===== config.mk =====
export PLATFORM = sky130hd
export DESIGN_NAME = hdd_sd_bridge
export DESIGN_NICKNAME = d
export VERILOG_FILES = /design/src/rtl/hdd_sd_bridge.sv
export SDC_FILE = /design/constraint.sdc
export NUM_CORES = 1
export LEC_CHECK = 0
export ABC_AREA = 1
export BUFFER_PORTS_ARGS = -buffer_cell sky130_fd_sc_hd__clkbuf_2
export CAP_MARGIN = 25
export CORE_MARGIN = 2
export CORE_UTILIZATION = 40
export DETAILED_ROUTE_END_ITERATION = 8
export SYNTH_ARGS = -nofsm -noshare
export SYNTH_HDL_FRONTEND = slang
export SYNTH_SLANG_ARGS = --single-unit

===== constraint.sdc =====
create_clock -name clk_sys -period 2.35 [get_ports clk_sys]
set_input_delay 0.3525 -clock clk_sys [delete_from_list [all_inputs] [get_ports clk_sys]]
set_output_delay 0.3525 -clock clk_sys [all_outputs]
set_load 0.02 [all_outputs]

===== src/rtl/hdd_sd_bridge.sv =====
// Bridges IIgs HDD controller sector requests onto the hps_io SD block interface.
// Validates each request against the mounted image and aborts on timeout or remount.
module hdd_sd_bridge #(
    parameter logic [23:0] TIMEOUT_CYCLES = 24'd14_000_000
) (
    input  logic        clk_sys,
    input  logic        reset_n,
    input  logic        hdd_read,
    input  logic        hdd_write,
    input  logic [15:0] hdd_sector,
    input  logic        img_mounted,
    input  logic        img_readonly,
    input  logic [63:0] img_size,
    input  logic        sd_ack,
    output logic [31:0] sd_lba,
    output logic        sd_rd,
    output logic        sd_wr,
    output logic        cpu_wait,
    output logic        hdd_mounted,
    output logic        hdd_protect,
    output logic        hdd_error
);
    typedef enum logic [1:0] {S_IDLE, S_REQ, S_XFER} state_t;

    state_t      r_state;
    logic        r_rd_pend;
    logic        r_wr_pend;
    logic        r_ack_q;
    logic        r_is_wr;
    logic [23:0] r_cnt;
    logic [63:0] r_img_size;

    logic        w_ack_rise;
    logic        w_ack_fall;
    logic        w_timeout;
    logic        w_launch_wr;
    logic        w_in_range;
    logic        w_reject;

    assign w_ack_rise  = sd_ack & ~r_ack_q;
    assign w_ack_fall  = ~sd_ack & r_ack_q;
    assign w_timeout   = (r_cnt == TIMEOUT_CYCLES - 24'd1);
    assign w_launch_wr = ~r_rd_pend & r_wr_pend;
    // Byte offset widened to 64 bits so sector 16'hFFFF cannot wrap.
    assign w_in_range  = {39'b0, hdd_sector, 9'b0} < r_img_size;
    assign w_reject    = ~hdd_mounted | (w_launch_wr & hdd_protect) | ~w_in_range;

    always_ff @(posedge clk_sys or negedge reset_n) begin
        if (!reset_n) begin
            r_state     <= S_IDLE;
            r_rd_pend   <= 1'b0;
            r_wr_pend   <= 1'b0;
            r_ack_q     <= 1'b0;
            r_is_wr     <= 1'b0;
            r_cnt       <= '0;
            r_img_size  <= '0;
            sd_lba      <= '0;
            sd_rd       <= 1'b0;
            sd_wr       <= 1'b0;
            cpu_wait    <= 1'b0;
            hdd_mounted <= 1'b0;
            hdd_protect <= 1'b0;
            hdd_error   <= 1'b0;
        end else begin
            r_ack_q   <= sd_ack;
            // Default: accumulate pulses; branches below override when a bit is served.
            r_rd_pend <= r_rd_pend | hdd_read;
            r_wr_pend <= r_wr_pend | hdd_write;

            if (img_mounted) begin
                hdd_mounted <= (img_size != 64'd0);
                hdd_protect <= img_readonly;
                r_img_size  <= img_size;
            end

            case (r_state)
                S_IDLE: begin
                    if (r_rd_pend || r_wr_pend) begin
                        if (w_reject) begin
                            hdd_error <= 1'b1;
                            if (r_rd_pend) r_rd_pend <= hdd_read;
                            else           r_wr_pend <= hdd_write;
                        end else begin
                            sd_lba    <= {16'b0, hdd_sector};
                            sd_rd     <= ~w_launch_wr;
                            sd_wr     <= w_launch_wr;
                            r_is_wr   <= w_launch_wr;
                            cpu_wait  <= 1'b1;
                            hdd_error <= 1'b0;
                            r_cnt     <= '0;
                            r_state   <= S_REQ;
                        end
                    end
                end
                S_REQ, S_XFER: begin
                    r_cnt <= r_cnt + 24'd1;
                    if (img_mounted) begin
                        r_rd_pend <= hdd_read;
                        r_wr_pend <= hdd_write;
                        sd_rd     <= 1'b0;
                        sd_wr     <= 1'b0;
                        cpu_wait  <= 1'b0;
                        hdd_error <= 1'b1;
                        r_state   <= S_IDLE;
                    end else if (w_timeout) begin
                        // In XFER the served bit was already cleared at ack rise.
                        if (r_state == S_REQ) begin
                            if (r_is_wr) r_wr_pend <= hdd_write;
                            else         r_rd_pend <= hdd_read;
                        end
                        sd_rd     <= 1'b0;
                        sd_wr     <= 1'b0;
                        cpu_wait  <= 1'b0;
                        hdd_error <= 1'b1;
                        r_state   <= S_IDLE;
                    end else if (r_state == S_REQ && w_ack_rise) begin
                        if (r_is_wr) r_wr_pend <= hdd_write;
                        else         r_rd_pend <= hdd_read;
                        sd_rd   <= 1'b0;
                        sd_wr   <= 1'b0;
                        r_state <= S_XFER;
                    end else if (r_state == S_XFER && w_ack_fall) begin
                        cpu_wait <= 1'b0;
                        r_state  <= S_IDLE;
                    end
                end
                default: r_state <= S_IDLE;
            endcase
        end
    end
endmodule


==> results.toml, run 1 <==
[outcome]
status = "finished clean"

[floorplan]
rows = 46
initial_core_util_pct = 40.4
io_pins = 125
dieHeight_um = 130
die_w_um = 130
core_area_um2 = 15700
dieArea_um2 = 16900

[synth]
postSynthCellCount = 798
synth_compound_gate_area_share_pct = 8.35
synth_xor_area_share_pct = 2.76
synth-adder-area-share_pct = 4.14
synth-seq-area-share_pct = 45.7
synth-edff-count = 0
yosysWarnings = 0
synthFlopType = "dfrtp_1"
syn_area_um2 = 6350
synth_seq_cells = 116
synth_mux_area_share_pct = 0
synth_top_family_by_area = "simple AND/OR/NAND/NOR gates"
ys_types = 35
syn_area_per_cell_um2 = 7.96
async_flop_share_pct = 100
yosys.area_share.simple_pct = 29.5

[setup_path]
critical_path.max_fanout = 45
crit_path_end_kind = "flip-flop"
worstReg2RegStart = "r_img_size[23]"
startpoint_type = "flip-flop"
cp.required_ps = 2650
criticalPathCategory = "flip-flop to flip-flop"
arrival_ps = 2370
startpoint = "r_img_size[23]"

[cells_and_area]
regArea_um2 = 2900
multi_input_area_um2 = 2900
antenna_cells = 0
drive_gt1_share_pct = 20.5
utilization_pct = 48.8
fin_nets = 1020
area_growth_pct = 20.8
fill_cells = 1574

[timing]
skew_ps = 7.88
fin_crit_ps = 2070
finalCritPeriodShare_pct = 88.2
grt_setup_unrepaired = "no"
max_freq_ghz = 0.483
finalHoldViolCount = 0
finalSetupTns_ps = 0
final-setup-viol-count = 0
setup_ws_ps = 278
drv_slew = 0

[drt]
drtAntennaViolNets = 0
vias = 5385
drtIter0Drc = 381
drc = 0
wl_mm = 15.1
routedWlPerCell_um = 13.2
dr.pass1.iters = 5
viasPerCell = 4.73

[pwr]
leakage_nw = 3.87
power.density_nw_per_um2 = 937
peakVddDrop_uv = 556

[min_path]
min_from = "sd_ack"
min_path_type = "input pin to flip-flop"

[clock_tree]
cts_resized = 0
cts_made_buffers = 17
tritoncts = "yes"
cts_buffer_depth = 2
post-cts-setup-buffers = 0
htree_levels = 4
clock_sinks = 116
root_buffer = "clkbuf_16"
clk_latency_ps = 420
path_clk_slew_ps = 50

[grt]
grt_pass1_wl_mm = 25.6
antenna_found_initial = 0
grt_overflow = 0
grt_max_degree = 112
grt_pass1_vias = 5197
grt_use_total_pct = 19.4

[place]
numPortBuffers = 108
place_worst_setup_slack_ps = 180
dp_hpwl_mm = 11.4
place_congestion = 0.870

[flow_run]
maxCapViolCount = 0
==> flip-flops by register name, indices dropped and copies added, names as in the netlist <==
signal,count
cpu_wait,1
hdd_error,1
hdd_mounted,1
hdd_protect,1
r_ack_q,1
r_cnt,24
r_img_size,64
r_is_wr,1
r_rd_pend,1
r_state,2
r_wr_pend,1
sd_lba,16
sd_rd,1
sd_wr,1
==> worst paths after layout <==
kind,cells after the start,to,slack [ps]
min in group asynchronous,2,sd_lba[10],440
min reg2reg,2,sd_rd,470
min,1,r_ack_q,70
max reg2reg,13,r_cnt[10],280
max,13,r_cnt[10],280
max in group asynchronous,3,r_img_size[63],1200
==> worst max-delay path, cell delays in order (launching register included) <==
cell,delay [ps]
dfrtp_1,360
inv_1,90
ha_1,250
a21o_1,180
nor2_1,100
nand2_1,60
a21oi_1,130
nand2_1,90
nand2_2,80
nand2_4,90
nand2_8,110
nand2_8,190
nand2_1,150
o21ai_2,50
==> routing by layer <==
layer | up-vias | share of wire [%] | track usage, %
met5 | - | 0 | 0
met4 | 0 | 1.3 | 6.26
met3 | 17 | 5.4 | 5.74
met2 | 121 | 44 | 28.7
met1 | 2473 | 49 | 27.3
li1 | 2774 | - | -
==> kinds of logic (layout without fill, tap and decap cells) <==
logic type / Yosys count / after routing
and+or+nand+nor: 418 / 418
buffers and inverters: 130 / 240
DFF: 116 / 116
AOI/OAI and AO/OA: 92 / 92
adders and majority gates: 21 / 21
xor gates and xnor gates: 20 / 20
other: 1 / 16
==> cell usage after synthesis (12+ instances only) <==
cell      number  area (um^2)
nand2_1      244          916
dfrtp_1      116         2900
inv_1         85          319
o21ai_0       53          265
nor2_1        48          180
nand4_1       37          231
nand3_1       33          165
ha_1          21          263
clkbuf_1      19         71.3
nor4_1        18          113
xor2_1        18          158
buf_4         17          128
o21ai_2       16          140
nor3_1        14         70.1
a21oi_1       12         60.1
==> cells in the final DEF, fill, tap and decap left out, types with 2 or more instances in the layout <==
cell	count
nand2_8	2
dfrtp_1	116
nor2_2	3
xnor2_1	2
o21ai_2	16
or2_2	11
inv_2	3
ha_1	21
o21ai_1	7
bufinv_16	3
a21o_1	2
clkinv_2	4
buf_12	2
nand3_1	33
nor4_1	18
nor2_1	48
inv_1	85
nor3_1	14
clkinvlp_4	3
conb_1	16
buf_4	12
clkbuf_16	17
a21oi_1	12
clkbuf_2	106
nand4_1	37
o21ai_0	53
nand3b_1	2
xor2_1	18
nand2_1	244
clkbuf_8	2
==> cell type report <==
cell class	instances	share of cell area, %
Inverter	88	4.31
Multi-Input combinational cell	567	37.9
Tap cell	216	3.52
Sequential cell	116	37.8
Timing Repair Buffer	122	8.81
Clock buffer	20	5.95
Clock inverter	10	1.73
==> timing repair <==
| action | in CTS | in global routing |
|---|---|---|
| hold endpoints to repair | 31 | 0 |
| hold buffers | 1 | 0 |
| setup endpoints to repair | 0 | 0 |
==> power breakdown <==
group	total (mW)	switching, mW	leakage [nW]	internal (mW)
clock	2.58	0.877	0.284	1.70
sequential	2.54	0.202	1.45	2.33
combinational	2.08	1.42	2.14	0.657
total	7.19	2.50	3.87	4.69
==> stage by stage <==
| step | hold slack (ps) | cells | total power [mW] | instance area (um^2) |
|---|---|---|---|---|
| after floorplan | 56.9 | 813 | 4.06 | 6410 |
| after global placement | 335 | 1108 | 4.65 | 7070 |
| after detailed placement | 338 | 1108 | 4.66 | 7070 |
| after CTS | 55.6 | 1139 | 7.26 | 7670 |
| after global routing | 62.7 | 1139 | 7.66 | 7670 |
| final | 68.6 | 1139 | 7.19 | 7670 |
(Power assumes the default switching activity.)
==> inputs of run 2 (changes only) <==
--- a/config.mk
+++ b/config.mk
@@ -11,6 +11,7 @@
 export CORE_MARGIN = 2
 export CORE_UTILIZATION = 40
 export DETAILED_ROUTE_END_ITERATION = 8
+export RECOVER_POWER = 100
 export SYNTH_ARGS = -nofsm -noshare
 export SYNTH_HDL_FRONTEND = slang
 export SYNTH_SLANG_ARGS = --single-unit
==> run 2 against run 1 <==
Against the previous run: the run now ends with max-capacitance violations, max-slew violations left; first-iteration DRC count shrank 12%; clock power hardly changed; cell area fell by 1.5%; die area unchanged; power shrank 1.2%; clock skew barely moved; combinational power decreased by 4%; clock-buffer cell count is the same; final cell count is the same; critical path type unchanged; largest power group unchanged.
==> results.toml, run 2 (same netlist as run 1, synthesis figures left out) <==
[outcome]
status = "complete, but fails checks"
failed_checks = "max-capacitance violations, max-slew violations"

[timing]
setup_ws_ps = 238
grt_setup_unrepaired = "no"
tightest_slew_ps = 1800
finalCritPeriodShare_pct = 89.9
finalSetupTns_ps = 0
fin_crit_ps = 2110
final-setup-viol-count = 0
relSlewSlack_pct = -20.3
max_freq_ghz = 0.474
skew_ps = 8.17
finalHoldViolCount = 0
drv_slew = 112

[drt]
vias = 5368
routedWlPerCell_um = 13.3
dr.pass1.iters = 5
drc = 0
drtIter0Drc = 337
wl_mm = 15.2
viasPerCell = 4.71
drtAntennaViolNets = 0

[pwr]
leakage_nw = 3.76
power.density_nw_per_um2 = 940
peakVddDrop_uv = 559

[grt]
grt_max_degree = 112
grt_pass1_vias = 5197
grt_pass1_wl_mm = 25.6
antenna_found_initial = 0
grt_use_total_pct = 19.4
grt_overflow = 0

[setup_path]
cp.required_ps = 2700
slowest_stage = "dfrtp_1"
crit_top_cell = "nand2_1"
critical_path.max_fanout = 17
reg2reg_depth = 13
arrival_ps = 2460
max_stage_delay_ps = 360
timing.rr.end = "sd_lba[12]"
r2r_slack_ps = 240
worstReg2RegStart = "r_img_size[23]"
startpoint_type = "flip-flop"
criticalPathCategory = "flip-flop to flip-flop"
crit_chain = "inv_1, ha_1, a21o_1, nor2_1, nand2_1, a21oi_1, nand2_1, nand2_1, nand2_4, inv_1, buf_4, nand4_1, nand2_1"
crit_path_end_kind = "flip-flop"

[cells_and_area]
utilization_pct = 48.1
layout.cells.non_filler = 1139
regMostFlops = "r_img_size"
largest_reg_flops = 64
fill_cells = 1616
final_common_cell = "nand2_1"
largestRegisters = "r_img_size (64), r_cnt (24), sd_lba (16)"
fin_nets = 1020
final_cell_mix = "nand2_1, dfrtp_1, clkbuf_2"
area_growth_pct = 19.0
antenna_cells = 0
drive_gt1_share_pct = 16.0

[floorplan]
rows = 46
die_w_um = 130
io_pins = 125
dieArea_um2 = 16900
core_area_um2 = 15700
initial_core_util_pct = 40.4
dieHeight_um = 130

[clock_tree]
htree_levels = 4
cts_resized = 0
hold_buffers = 1
cts_made_buffers = 17
tritoncts = "yes"
clock_sinks = 116
root_buffer = "clkbuf_16"
clk_latency_ps = 420
cts_buffer_depth = 2
path_clk_slew_ps = 50
post-cts-setup-buffers = 0

[place]
numPortBuffers = 108
place_worst_setup_slack_ps = 180
place_congestion = 0.870
dp_cells = 1108
dp_hpwl_mm = 11.4

[min_path]
worstHoldEndpoint = "r_ack_q"
min_from = "sd_ack"
hold_depth = 1
min_path_type = "input pin to flip-flop"

[flow_run]
maxCapViolCount = 1
run 2: changes by cell type in the layout (fill, tap and decap cells not counted), moves of 4 or more:
cell,change
clkbuf_1,+23
buf_4,-4
clkbuf_2,-19
o21ai_1,-7
o21ai_0,+23
o21ai_2,-16
run 2: worst max path at each step:
stage / endpoint / cells past startpoint / from
final: sd_lba[12] / 13 / r_img_size[23]
after global routing: r_wr_pend / 5 / img_mounted
after CTS: r_cnt[15] / 13 / r_img_size[23]
after detailed placement: r_cnt[15] / 13 / hdd_sector[14]
after global placement: sd_lba[12] / 13 / hdd_sector[14]
after floorplan: sd_lba[10] / 13 / hdd_sector[14]
run 2: area by class of cell:
class | instances | area, um^2 | area share (%)
Clock buffer | 20 | 457 | 6.04
Multi-Input combinational cell | 567 | 2840 | 37.6
Sequential cell | 116 | 2900 | 38.4
Timing Repair Buffer | 122 | 624 | 8.26
Inverter | 88 | 330 | 4.37
Clock inverter | 10 | 133 | 1.75
Tap cell | 216 | 270 | 3.58
run 2: stage by stage:
step / power [mW] / area [um^2] / hold slack, ps
after global routing: 7.57 / 7560 / 71.5
final: 7.10 / 7560 / 72.8
after global placement: 4.65 / 7070 / 335
after CTS: 7.26 / 7670 / 55.6
after detailed placement: 4.66 / 7070 / 338
after floorplan: 4.06 / 6410 / 56.9
run 2: critical path, delay by kind of cell (launching register included):
| family | cells | cell delay [ps] |
|---|---|---|
| AOI/OAI and AO/OA | 2 | 310 |
| adders and majority gates | 1 | 250 |
| buffers and inverters | 3 | 450 |
| DFF | 1 | 360 |
| and+or+nand+nor | 7 | 680 |
run 2: metal layers:
| metal | share of wire [%] | up-vias | global-route usage (%) |
|---|---|---|---|
| li1 | - | 2775 | - |
| met5 | 0 | - | 0 |
| met4 | 1.4 | 0 | 6.26 |
| met3 | 5.6 | 19 | 5.74 |
| met2 | 43 | 124 | 28.7 |
| met1 | 50 | 2450 | 27.3 |
run 2: power by group:
part           leakage (nW)  switching [mW]  total, mW  internal, mW
registers              1.45           0.201       2.53          2.33
logic                  2.02            1.38       1.99         0.608
clock network         0.284           0.882       2.58          1.70
total                  3.76            2.46       7.10          4.64
